`src/rtl/instr_fetch_reg.sv`:
```
// Fetch / instruction-register stage: PC, req/ack instruction read, IR capture and field decode.
// Optional fetch timeout is compiled in with `define FETCH_TIMEOUT_EN.
module instr_fetch_reg #(
   parameter logic [31:0] RESET_PC       = 32'h0000_0000,
   parameter int unsigned TIMEOUT_CYCLES = 16
) (
   input  logic        CLK,
   input  logic        CLR,
   input  logic        PCWrite,
   input  logic        IRWrite,
   input  logic [31:0] PC_NEXT,
   input  logic [31:0] MEM_RDATA,
   input  logic        MEM_ACK,
   output logic        MEM_REQ,
   output logic [31:0] MEM_ADDR,
   output logic [31:0] PC,
   output logic [31:0] OLD_PC,
   output logic [31:0] INSTR,
   output logic [1:0]  OP,
   output logic [2:0]  FUNCT3,
   output logic [4:0]  RS1,
   output logic [4:0]  RS2,
   output logic [4:0]  RD,
   output logic        ILLEGAL,
   output logic        STALL,
   output logic        FETCH_ERR
);

   localparam logic [31:0] NOP = 32'h0000_0013;

   localparam logic [6:0] OPC_R      = 7'b0110011;
   localparam logic [6:0] OPC_I_ALU  = 7'b0010011;
   localparam logic [6:0] OPC_LOAD   = 7'b0000011;
   localparam logic [6:0] OPC_STORE  = 7'b0100011;
   localparam logic [6:0] OPC_BRANCH = 7'b1100011;

   if (TIMEOUT_CYCLES < 1 || TIMEOUT_CYCLES > 255) begin : g_bad_timeout
      $error("TIMEOUT_CYCLES must be in 1..255");
   end

   typedef enum logic [1:0] {
      S_IDLE  = 2'd0,
      S_WAIT  = 2'd1,
      S_VALID = 2'd2
   } state_e;

   state_e      state_q, state_d;
   logic [31:0] pc_q, pc_d;
   logic [31:0] old_pc_q, old_pc_d;
   logic [31:0] mem_addr_q, mem_addr_d;
   logic [31:0] instr_q, instr_d;
   logic        mem_req_q, mem_req_d;
   logic        fetch_err_q, fetch_err_d;
   logic        timeout_hit;

`ifdef FETCH_TIMEOUT_EN
   localparam logic [7:0] TMO_LAST = 8'(TIMEOUT_CYCLES - 1);

   logic [7:0] tmo_cnt_q, tmo_cnt_d;

   // The count holds completed ack-less WAIT cycles; this one is the last allowed.
   assign timeout_hit = (state_q == S_WAIT) && !MEM_ACK && (tmo_cnt_q == TMO_LAST);

   always_comb begin
      tmo_cnt_d = tmo_cnt_q;
      if (state_q != S_WAIT) begin
         tmo_cnt_d = 8'd0;
      end else if (!MEM_ACK) begin
         tmo_cnt_d = tmo_cnt_q + 8'd1;
      end
   end

   always_ff @(posedge CLK or negedge CLR) begin
      if (!CLR) begin
         tmo_cnt_q <= 8'd0;
      end else begin
         tmo_cnt_q <= tmo_cnt_d;
      end
   end
`else
   assign timeout_hit = 1'b0;
`endif

   // NOTE: every *_d gets its hold value first so no path through this block infers a latch.
   always_comb begin
      state_d     = state_q;
      pc_d        = pc_q;
      old_pc_d    = old_pc_q;
      mem_addr_d  = mem_addr_q;
      instr_d     = instr_q;
      mem_req_d   = mem_req_q;
      fetch_err_d = 1'b0;

      if (PCWrite) begin
         pc_d = PC_NEXT;
      end

      case (state_q)
         S_IDLE, S_VALID: begin
            // Address comes from the current PC, so a same-cycle PCWrite fetches the old PC.
            if (IRWrite) begin
               mem_addr_d = pc_q;
               mem_req_d  = 1'b1;
               state_d    = S_WAIT;
            end
         end
         S_WAIT: begin
            if (MEM_ACK) begin
               instr_d   = MEM_RDATA;
               old_pc_d  = mem_addr_q;
               mem_req_d = 1'b0;
               state_d   = S_VALID;
            end else if (timeout_hit) begin
               instr_d     = NOP;
               old_pc_d    = mem_addr_q;
               mem_req_d   = 1'b0;
               fetch_err_d = 1'b1;
               state_d     = S_VALID;
            end
         end
         default: begin
            state_d   = S_IDLE;
            mem_req_d = 1'b0;
         end
      endcase
   end

   // NOTE: sequential state uses non-blocking assignments so all flops update from pre-edge values.
   always_ff @(posedge CLK or negedge CLR) begin
      if (!CLR) begin
         state_q     <= S_IDLE;
         pc_q        <= RESET_PC;
         old_pc_q    <= RESET_PC;
         mem_addr_q  <= RESET_PC;
         instr_q     <= NOP;
         mem_req_q   <= 1'b0;
         fetch_err_q <= 1'b0;
      end else begin
         state_q     <= state_d;
         pc_q        <= pc_d;
         old_pc_q    <= old_pc_d;
         mem_addr_q  <= mem_addr_d;
         instr_q     <= instr_d;
         mem_req_q   <= mem_req_d;
         fetch_err_q <= fetch_err_d;
      end
   end

   logic [1:0] op_w;
   logic       illegal_w;

   always_comb begin
      op_w      = 2'b00;
      illegal_w = 1'b0;
      case (instr_q[6:0])
         OPC_R:                op_w = 2'b00;
         OPC_I_ALU:            op_w = 2'b01;
         OPC_LOAD, OPC_STORE:  op_w = 2'b10;
         OPC_BRANCH:           op_w = 2'b11;
         default:              illegal_w = 1'b1;
      endcase
   end

   assign MEM_REQ   = mem_req_q;
   assign MEM_ADDR  = mem_addr_q;
   assign PC        = pc_q;
   assign OLD_PC    = old_pc_q;
   assign INSTR     = instr_q;
   assign OP        = op_w;
   assign ILLEGAL   = illegal_w;
   assign FUNCT3    = instr_q[14:12];
   assign RS1       = instr_q[19:15];
   assign RS2       = instr_q[24:20];
   assign RD        = instr_q[11:7];
   assign STALL     = (state_q == S_WAIT);
   assign FETCH_ERR = fetch_err_q;

endmodule

```
`config.mk`:
```
export PLATFORM = sky130hd
export DESIGN_NAME = instr_fetch_reg
export DESIGN_NICKNAME = d
export VERILOG_FILES = /design/src/rtl/instr_fetch_reg.sv
export SDC_FILE = /design/constraint.sdc
export NUM_CORES = 1
export LEC_CHECK = 0
export ABC_AREA = 1
export BUFFER_PORTS_ARGS = -buffer_cell sky130_fd_sc_hd__buf_2
export CAP_MARGIN = 0
export CORE_MARGIN = 1
export CORE_UTILIZATION = 48
export DETAILED_ROUTE_END_ITERATION = 10
export PLACE_DENSITY = 0.79
export SYNTH_ARGS = -nofsm -noshare
export SYNTH_HDL_FRONTEND = slang
export SYNTH_SLANG_ARGS = --single-unit
```
`constraint.sdc`:
```
create_clock -name CLK -period 1.4 [get_ports CLK]
set_input_delay 0.14 -clock CLK [delete_from_list [all_inputs] [get_ports CLK]]
set_output_delay 0.14 -clock CLK [all_outputs]
set_load 0.03 [all_outputs]
```
After elaboration in Yosys (flattened, before gate mapping)
Cells that the tools add are included.
Cells by class
  reduce and logical (&&, ||, !) cells: 7
  muxes and demuxes: 8
  equal/unequal tests: 9
Operator list (number)
  $eq A7 B6 Y1 const B: 2
  $eq A7 B2 Y1 const B: 1
  $eq A7 B5 Y1 const B: 1
  $eq A7 B7 Y1 const B: 1
  $pmux W2 S3: 1
  $reduce_and A2 Y1: 3
  $reduce_or A5 Y1: 1
  $mux W2: 2
  $ne A2 B2 Y1 const B: 2
  $pmux W2 S2: 1
  $reduce_or A2 Y1: 2
  $mux W1: 3
  $eq A2 B1 Y1 const B: 1
  $eq A2 B2 Y1 const B: 1
  $logic_not A2 Y1: 1
  $pmux W1 S2: 1
Storage, ports and cells
  word-level logic and storage cells: 30
  bits of input ports: 69
  flip-flop bits (word level): 131

Longest topological paths before layout
Gate-level depths: netlist of the first run.
  depth after elaboration: 4
  gate-level depth with buffers: 6
  mapped depth without buffers: 4

Worst setup path before layout of the first run
OpenSTA, ideal clock, no wires.
  kind: reg-to-output
  from: register instr_q[1] (netlist: INSTR[1])
  to: output OP[0]
  slack: -0.031 ns
  cell stages (with the launch flop): 5
  data arrival time: 1.291 ns
  buffers on the path: 0
  cell sequence: dfstp_2 -> nand2_1 -> inv_1 -> nand2_1 -> a21oi_1
On the way
  longest elaborated chain between the ends: 3
  elaborated cells on any way between the ends: 6
  classes of those cells: 4 x eq/ne; 1 x mux; 1 x reduce/logical
Ends and longest elaborated chain
  from (decl): RTL line 51  | logic [31:0] instr_q, instr_d;
  from (signal assigned): RTL line 143  | instr_q <= instr_d;
  $eq A7 B2 Y1 or $eq A7 B6 Y1 (tied branches): RTL line 155  | case (instr_q[6:0])
  $reduce_or A2 Y1: RTL line 155
  $pmux W2 S3 *: RTL line 155
  to (decl): RTL line 19  | output logic [1:0] OP,
Mark *: on every way between the ends. The rest lies on a longest branch, timed or not.

Worst setup path after layout of the first run
  from: register instr_q[4] (netlist: INSTR[4])
  to: output OP[0]
The elaborated chain is that of the path after synthesis.

==> results of run 1 <==
==> worst reg2reg max path, cell delays in order (launching register included) <==
cell and delay (ns):
dfrtp_1 0.41, inv_2 0.09, nor2_4 0.04, buf_4 0.13
buf_4 0.14, buf_4 0.19, nand3_1 0.11, nand2_1 0.08
==> cell usage after synthesis, drive strengths merged <==
library cell | n | share of area [%]
nand2 | 198 | 14
dfrtp | 127 | 61
nand3 | 67 | 6.5
o21ai | 66 | 6.4
buf | 43 | 5.5
inv | 38 | 2.8
clkbuf | 11 | 0.85
dfstp | 3 | 1.5
nor2 | 3 | 0.27
a21oi | 1 | 0.097
conb | 1 | 0.073
nand3b | 1 | 0.15
nand4 | 1 | 0.12
==> repair_timing <==
item,4_1_cts,5_1_grt
endpoints found under the hold margin,193,0
setup buffers,5,3
endpoints found under the setup margin,7,8
hold buffers,66,0
pin swaps,3,3
gates resized for setup,16,8
cloned,0,0
==> final timing paths <==
| kind | start | end | slack, ns |
|---|---|---|---|
| max | INSTR[4]$_DFFE_PN1P_ | OP[0] | -0.27 |
| min | PCWrite | PC[18]$_DFFE_PN0P_ | 0.03 |
| max reg2reg | MEM_REQ$_DFFE_PN0P_ | OLD_PC[5]$_DFFE_PN0P_ | 0.11 |
| min reg2reg | OLD_PC[7]$_DFFE_PN0P_ | OLD_PC[7]$_DFFE_PN0P_ | 0.47 |
| max in group asynchronous | CLR | INSTR[1]$_DFFE_PN1P_ | 0.73 |
| min in group asynchronous | CLR | INSTR[27]$_DFFE_PN0P_ | 0.07 |
==> cell families after synthesis <==
kind of cell,Yosys count,share of synthesized area (%)
flops,130,63.0
other cells,1,0.0725
compound gates,67,6.48
simple gates,270,21.4
buf+inv,92,9.07
==> layout make-up <==
type,instances,area (µm²),share of cell area [%]
Sequential cell,130,3260,42.1
Clock inverter,13,231,2.99
Inverter,38,143,1.84
Tap cell,136,170,2.20
Multi-Input combinational cell,338,1470,19.0
Clock buffer,19,442,5.70
Timing Repair Buffer,304,2030,26.2
==> registers in the layout, summed over array words and instances (netlist names) <==
| name | count |
|---|---|
| INSTR | 32 |
| MEM_ADDR | 32 |
| OLD_PC | 32 |
| PC | 32 |
| MEM_REQ | 1 |
| state_q | 1 |
==> routing by layer <==
layer  up-vias  track usage, %  wire (µm)
li1       2288               -          -
met1      2333            33.4       5860
met2       261            50.8       8120
met3        32            8.04       1360
met4         0            10.3        303
met5         -               0          0
==> cells in the final DEF, fill, tap and decap left out <==
cell type and n:
dfrtp_1 126, clkbuf_4 1, o21ai_0 65, a21oi_2 1
nor2_4 1, nand2_1 195, clkinv_4 3, dfrtp_2 1
dlygate4sd3_1 66, dfstp_2 3, inv_1 36, nor2_2 2
buf_12 6, nand3b_1 1, clkbuf_16 16, conb_1 1
nand3_2 1, buf_2 210, nand2_2 3, clkinv_2 2
buf_4 13, inv_2 2, o21ai_1 1, clkinvlp_4 2
nand3_1 66, buf_6 8, nand4_1 1, bufinv_16 6
clkbuf_8 3
==> report_power, final <==
group | total (µW) | switching (µW) | internal [µW]
Sequential | 5880 | 904 | 4980
Clock | 4990 | 1640 | 3350
Combinational | 6760 | 4830 | 1930
Total | 17600 | 7370 | 10300
==> metrics by stage <==
step                power, µW  TNS [ns]  instance area (µm²)  hold slack, ns
global placement        12000         0                 6290          0.0686
finish                  17600    -0.860                 7740          0.0314
global route            18400     -1.15                 7740          0.0256
detailed placement      12200         0                 6290          0.0648
floorplan               10300         0                 5170          -0.156
CTS                     17600    -0.861                 7710         0.00354
==> flow_summary.ini, run 1 <==
[run_status]
status = complete, but fails checks
violations = setup timing

[cells_and_area]
drive_gt1_share_pct = 33.7
n_antenna_cell = 0
final_nets = 898
area_growth_pct = 49.7
fin_cells = 978
final_util_pct = 74.7
fill_cells = 705

[route]
detail-route-antenna-nets = 0
drt-total-wl_um = 15600
viasPerCell = 5.02
dr.pass1.iters = 5
wl_per_cell_um = 16.0
via_count = 4914
drc = 0
drtIter0Drc = 572

[sta]
rsz0062_at_grt = true
finalSetupViolCount = 5
fin_ws_ns = -0.265
drv_slew = 0
fmax_ghz = 0.601
finalCritPeriodShare_pct = 119
fin_skew_ns = 0.00622
hold_violations = 0
min_period_ns = 1.67

[placement]
place_congestion = 0.811
hpwl_um = 9480
placed_cells = 873
port_buffers = 219
dpl_worst_slack_ns = 0.205

[power]
powerDensity_nw_per_um2 = 2280
leakage_uw = 0.00425
vdd_drop_max_mv = 1.30

[floorplan]
initial_core_util_pct = 49.9
num_io_pins = 221
core-area_um2 = 10400
design.die.area_um2 = 11200
rows = 37
die_x_um = 106
die_h_um = 106

[grt]
grt.total_usage_pct = 28.8
grt_pass1_wl_um = 24500
antenna_found_initial = 0
grt_max_degree = 66
grt_overflow_total = 0
grt_pass1_vias = 4865

[logic_synthesis]
syn_avg_cell_area_um2 = 9.23
synth.distinct_cells = 18
synth_seq_area_share_pct = 63.0
syn_nets = 629
synth_area_um2 = 5170
yosys_warnings = 0
ys_seq_elements = 130
syn_inst = 560

[critical_path]
crit_required_ns = 1.26
crit_family = flip-flops
path_depth = 3
worstSetupEndpointType = output port
critPathKind = reg -> out
reg2regPathDepth = 7
path_cells = nand3_1 > a21oi_2 > buf_6
critPathBufInv = 1
cp_max_fo = 6
crit_path_max_incr_delay_ns = 0.58
startpoint_type = flip-flop
crit_slowest_cell = dfstp_2
critPathArrivalTime_ns = 1.53

[clocking]
clkLatencyLatePin_ns = 0.52
root_buffer = clkbuf_8
cts_buffers = 17
clk_path_buf_depth = 2
path_clk_slew_ns = 0.06
h-tree-depth = 4
cts_num_sinks = 130
cts_tree = yes

[worst_hold_path]
hold_class = in -> reg
whs_path_depth = 3

[run]
drv_cap = 0
Note: power is estimated with default switching activity, not from simulation.
==> run 2, diff against run 1 <==
--- a/config.mk
+++ b/config.mk
@@ -11,6 +11,7 @@
 export CORE_MARGIN = 1
 export CORE_UTILIZATION = 48
 export DETAILED_ROUTE_END_ITERATION = 10
+export GPL_TIMING_DRIVEN = 0
 export PLACE_DENSITY = 0.79
 export SYNTH_ARGS = -nofsm -noshare
 export SYNTH_HDL_FRONTEND = slang
==> flow_summary.ini, run 2 (same netlist as run 1, synthesis figures left out) <==
[sta]
fmax_ghz = 0.599
min_period_ns = 1.67
drv_slew = 0
fin_skew_ns = 0.00610
hold_violations = 0
finalCritPeriodShare_pct = 119
finalSetupViolCount = 6
tightest_slew_ns = 0.551
rsz0062_at_grt = true
maxSlewHeadroom_pct = 63.2
fin_ws_ns = -0.268

[route]
wl_met3_um = 1240
via_count = 5188
drt-total-wl_um = 16300
topRoutingLayerUsed = met4
wl_per_cell_um = 15.9
drc = 0
dr.pass1.iters = 5
detail-route-antenna-nets = 0
drtIter0Drc = 395
wl_met1_um = 6340
viasPerCell = 5.05
route.met2.wl_um = 8360

[clocking]
root_buffer = clkbuf_8
clkLatencyLatePin_ns = 0.51
cts_tree = yes
cts_buffers = 17
clk_path_buf_depth = 2
path_clk_slew_ns = 0.06
cts_num_sinks = 130
h-tree-depth = 4

[placement]
port_buffers = 218
place_congestion = 0.856
dpl_worst_slack_ns = 0.161
hpwl_um = 10400

[critical_path]
critPathArrivalTime_ns = 1.53
startpoint_type = flip-flop
crit_path_max_incr_delay_ns = 0.54
crit_family = flip-flops
crit_required_ns = 1.26
critPathKind = reg -> out
path_cells = nand2_2 > inv_2 > nand3_2 > nor2_2 > buf_6
cp_max_fo = 3
critPathBufInv = 2
crit_slowest_cell = dfstp_2
worstSetupEndpointType = output port

[floorplan]
die_h_um = 106
num_io_pins = 221
die_x_um = 106
design.die.area_um2 = 11200
core-area_um2 = 10400
initial_core_util_pct = 49.9
rows = 37

[cells_and_area]
final_cell_mix = buf_2 (222), nand2_1 (196), dfrtp_1 (126), dlygate4sd3_1 (70), nand3_1 (66)
final_common_cell = buf_2
final_util_pct = 76.6
n_antenna_cell = 0
fill_cells = 693
final_nets = 948
drive_gt1_share_pct = 35.7
ff_latch_area_um2 = 3260
area_growth_pct = 53.5
multi_input_area_um2 = 1470

[grt]
grt_pass1_vias = 5177
grt.total_usage_pct = 29.5
grt_overflow_total = 0
grt_pass1_wl_um = 25200
grt_max_degree = 73
antenna_found_initial = 0

[run_status]
status = complete, but fails checks
violations = setup timing

[power]
internal-power_uw = 10200
power_frac_comb_pct = 41.2
pwr-share-seq_pct = 33.5
powerDensity_nw_per_um2 = 2210
switching_share_pct = 42.0
vdd_drop_max_mv = 1.38
leakage_uw = 0.00439
switching_power_uw = 7380
power_frac_clock_pct = 25.3

[worst_hold_path]
hold_class = in -> reg

[run]
drv_cap = 0
run 2: cell count changes in the layout (fill, tap and decap cells not counted), moves of 4 or more:
cell	delta
buf_12	-6
buf_2	+12
buf_4	+27
clkbuf_1	+11
dlygate4sd3_1	+4
run 2: what timing repair did:
| action | in CTS | in global routing |
|---|---|---|
| resized for setup | 17 | 14 |
| setup endpoints to repair | 7 | 13 |
| pin swaps | 1 | 2 |
| hold buffers | 70 | 0 |
| hold endpoints to repair | 123 | 0 |
| setup buffers | 7 | 4 |
run 2: power groups by stage:
| stage | logic (µW) | clock network [µW] | registers, µW |
|---|---|---|---|
| global placement | 6530 | 0 | 5800 |
| finish | 7230 | 4440 | 5870 |
| floorplan | 2160 | 0 | 8140 |
| detailed placement | 6670 | 0 | 5860 |
| CTS | 7040 | 4490 | 5820 |
| global route | 7700 | 4680 | 5990 |
run 2: cell type report:
cell class              instances  area share (%)
clock inverters                 9            1.61
flip-flops and latches        130            41.0
multi-input cells             338            18.5
well taps                     136            2.14
clock buffers                  23            6.00
plain buffers                  54            4.19
repair buffers                300            24.7
inverters                      38            1.80
run 2: path summary, 6_finish.rpt:
kind,start,to,slack (ns),cells after the start
max,INSTR[0]$_DFFE_PN1P_,OP[1],-0.27,5
max in group asynchronous,CLR,MEM_ADDR[0]$_DFFE_PN0P_,0.44,3
min,MEM_ACK,INSTR[0]$_DFFE_PN1P_,0.06,4
max reg2reg,MEM_REQ$_DFFE_PN0P_,MEM_ADDR[24]$_DFFE_PN0P_,0.10,5
min reg2reg,OLD_PC[19]$_DFFE_PN0P_,OLD_PC[19]$_DFFE_PN0P_,0.46,2
min in group asynchronous,CLR,INSTR[30]$_DFFE_PN0P_,0.21,2
run 2: through the flow:
stage | setup TNS [ns] | hold WS [ns] | cells | total power (µW) | area [µm²]
2_1_floorplan | 0 | -0.156 | 560 | 10300 | 5170
3_3_place_gp | -178.00 | 0.345 | 914 | 12300 | 6440
3_5_place_dp | 0 | 0.145 | 915 | 12500 | 6470
4_1_cts | -0.833 | 0.0398 | 1024 | 17300 | 7880
5_1_grt | -1.23 | 0.0591 | 1028 | 18400 | 7940
6_report | -0.857 | 0.0584 | 1028 | 17500 | 7940
run 2: layer usage:
layer,vias to the layer above,track usage (%)
met5,-,0
met4,0,12.6
met3,35,8.35
met2,250,51.5
met1,2510,33.7
li1,2393,-
run 2: worst min-delay path: cells and delay by family:
| kind | cells | cell delay [ns] |
|---|---|---|
| buf+inv | 2 | 0.29 |
| simple gates | 2 | 0.13 |
==> run 3, diff against run 2 <==
--- a/config.mk
+++ b/config.mk
@@ -10,6 +10,7 @@
 export CAP_MARGIN = 0
 export CORE_MARGIN = 1
 export CORE_UTILIZATION = 48
+export CTS_BUF_LIST = sky130_fd_sc_hd__clkbuf_4 sky130_fd_sc_hd__clkbuf_8 sky130_fd_sc_hd__clkbuf_16
 export DETAILED_ROUTE_END_ITERATION = 10
 export GPL_TIMING_DRIVEN = 0
 export PLACE_DENSITY = 0.79
==> flow_summary.ini, run 3 (same netlist as run 1, synthesis figures left out) <==
[floorplan]
rows = 37
design.die.area_um2 = 11200
core-area_um2 = 10400
num_io_pins = 221
initial_core_util_pct = 49.9
die_x_um = 106
die_h_um = 106

[sta]
min_period_ns = 1.67
fin_ws_ns = -0.275
maxSlewHeadroom_pct = 63.3
rsz0062_at_grt = true
finalSetupViolCount = 6
fin_skew_ns = 0.00599
drv_slew = 0
fmax_ghz = 0.597
finalCritPeriodShare_pct = 120
tightest_slew_ns = 0.550
hold_violations = 0
tns_ns = -0.884

[clocking]
root_buffer = clkbuf_8
h-tree-depth = 4
path_clk_slew_ns = 0.06
cts_num_sinks = 130
clkLatencyLatePin_ns = 0.52
cts_tree = yes
cts_buffers = 17
clk_path_buf_depth = 2

[cells_and_area]
final_cell_mix = buf_2 (224), nand2_1 (196), dfrtp_1 (126), dlygate4sd3_1 (70), nand3_1 (66)
drive_gt1_share_pct = 35.9
area_growth_pct = 53.6
final_nets = 948
n_antenna_cell = 0
fin_cells = 1028
final_util_pct = 76.6
final_common_cell = buf_2

[critical_path]
r2r-end = MEM_ADDR[24]$_DFFE_PN0P_
crit_required_ns = 1.26
reg2reg_setup_slack_ns = 0.10
r2r-start = MEM_REQ$_DFFE_PN0P_
cp-endpoint = OP[1]
reg2regPathDepth = 5
cp_max_fo = 3
worstSetupEndpointType = output port
crit_start = INSTR[0]$_DFFE_PN1P_
critPathArrivalTime_ns = 1.53
critPathKind = reg -> out
startpoint_type = flip-flop

[placement]
place_congestion = 0.856
hpwl_um = 10400
placed_cells = 915
port_buffers = 218

[worst_hold_path]
hold_class = in -> reg
whs_path_depth = 4

[route]
wl_met3_um = 1280
wl_per_cell_um = 15.9
detail-route-antenna-nets = 0
viasPerCell = 5.05
dr.pass1.iters = 5
via_count = 5194
route.met2.wl_um = 8200
topRoutingLayerUsed = met4
wl_met1_um = 6220
drt-total-wl_um = 16300
drc = 0
drtIter0Drc = 454

[grt]
grt.total_usage_pct = 29.6
grt_max_degree = 73
grt_overflow_total = 0
antenna_found_initial = 0
grt_pass1_wl_um = 25400
grt_pass1_vias = 5217

[run_status]
violations = setup timing
status = complete, but fails checks

[power]
powerDensity_nw_per_um2 = 2210
power_uw = 17600
leakage_uw = 0.00440
vdd_drop_max_mv = 1.37

[run]
drv_cap = 0
==> run 3: critical path, stage by stage, from the launching register on <==
cell and delay (ns):
dfstp_2 0.54, nand2_2 0.06, inv_2 0.07, nand3_2 0.07
nor2_2 0.13, buf_6 0.14
==> run 3: per-layer routing <==
metal	vias up	GRT usage, %
met3	54	7.36
met4	0	15.9
met2	275	51.0
li1	2395	-
met1	2470	33.8
met5	-	0
==> run 3: area by class of cell <==
class	count	area, µm²
inverter	38	143
multi-input combinational	338	1470
timing repair buffer	300	1960
sequential	130	3260
clock inverter	9	128
buffer	54	333
clock buffer	23	484
fill	691	2430
tap	136	170
==> run 3: per-stage QoR <==
stage / worst slack, ns / hold WS, ns / area (µm²)
after global routing: -0.327 / 0.0640 / 7940
after CTS: -0.257 / 0.0398 / 7890
after detailed placement: 0.161 / 0.145 / 6470
final: -0.275 / 0.0530 / 7940
after global placement: -1.39 / 0.345 / 6440
after floorplan: 0.0303 / -0.156 / 5170
==> run 3: repair_timing <==
item	in CTS	in global routing
setup endpoints to repair	7	11
hold endpoints to repair	123	0
gates resized for setup	17	10
pin swaps	1	2
hold buffers	70	0
setup buffers	7	4
==> run 3: worst min-delay path by stage <==
| stage | from | end | slack [ns] |
|---|---|---|---|
| after global routing | MEM_ACK | MEM_REQ$_DFFE_PN0P_ | 0.06 |
| after floorplan | CLR | INSTR[10]$_DFFE_PN0P_ | -0.16 |
| after CTS | MEM_ACK | MEM_REQ$_DFFE_PN0P_ | 0.04 |
| final | MEM_ACK | INSTR[0]$_DFFE_PN1P_ | 0.05 |
| after global placement | IRWrite | state_q[1]$_DFFE_PN0P_ | 0.35 |
| after detailed placement | CLR | INSTR[26]$_DFFE_PN0P_ | 0.15 |
==> run 3: report_power, final <==
part	switching [µW]	total [µW]	leakage, µW	internal [µW]
logic	4940	7230	0.00248	2280
registers	892	5870	0.00162	4980
clock network	1560	4490	0.000297	2930
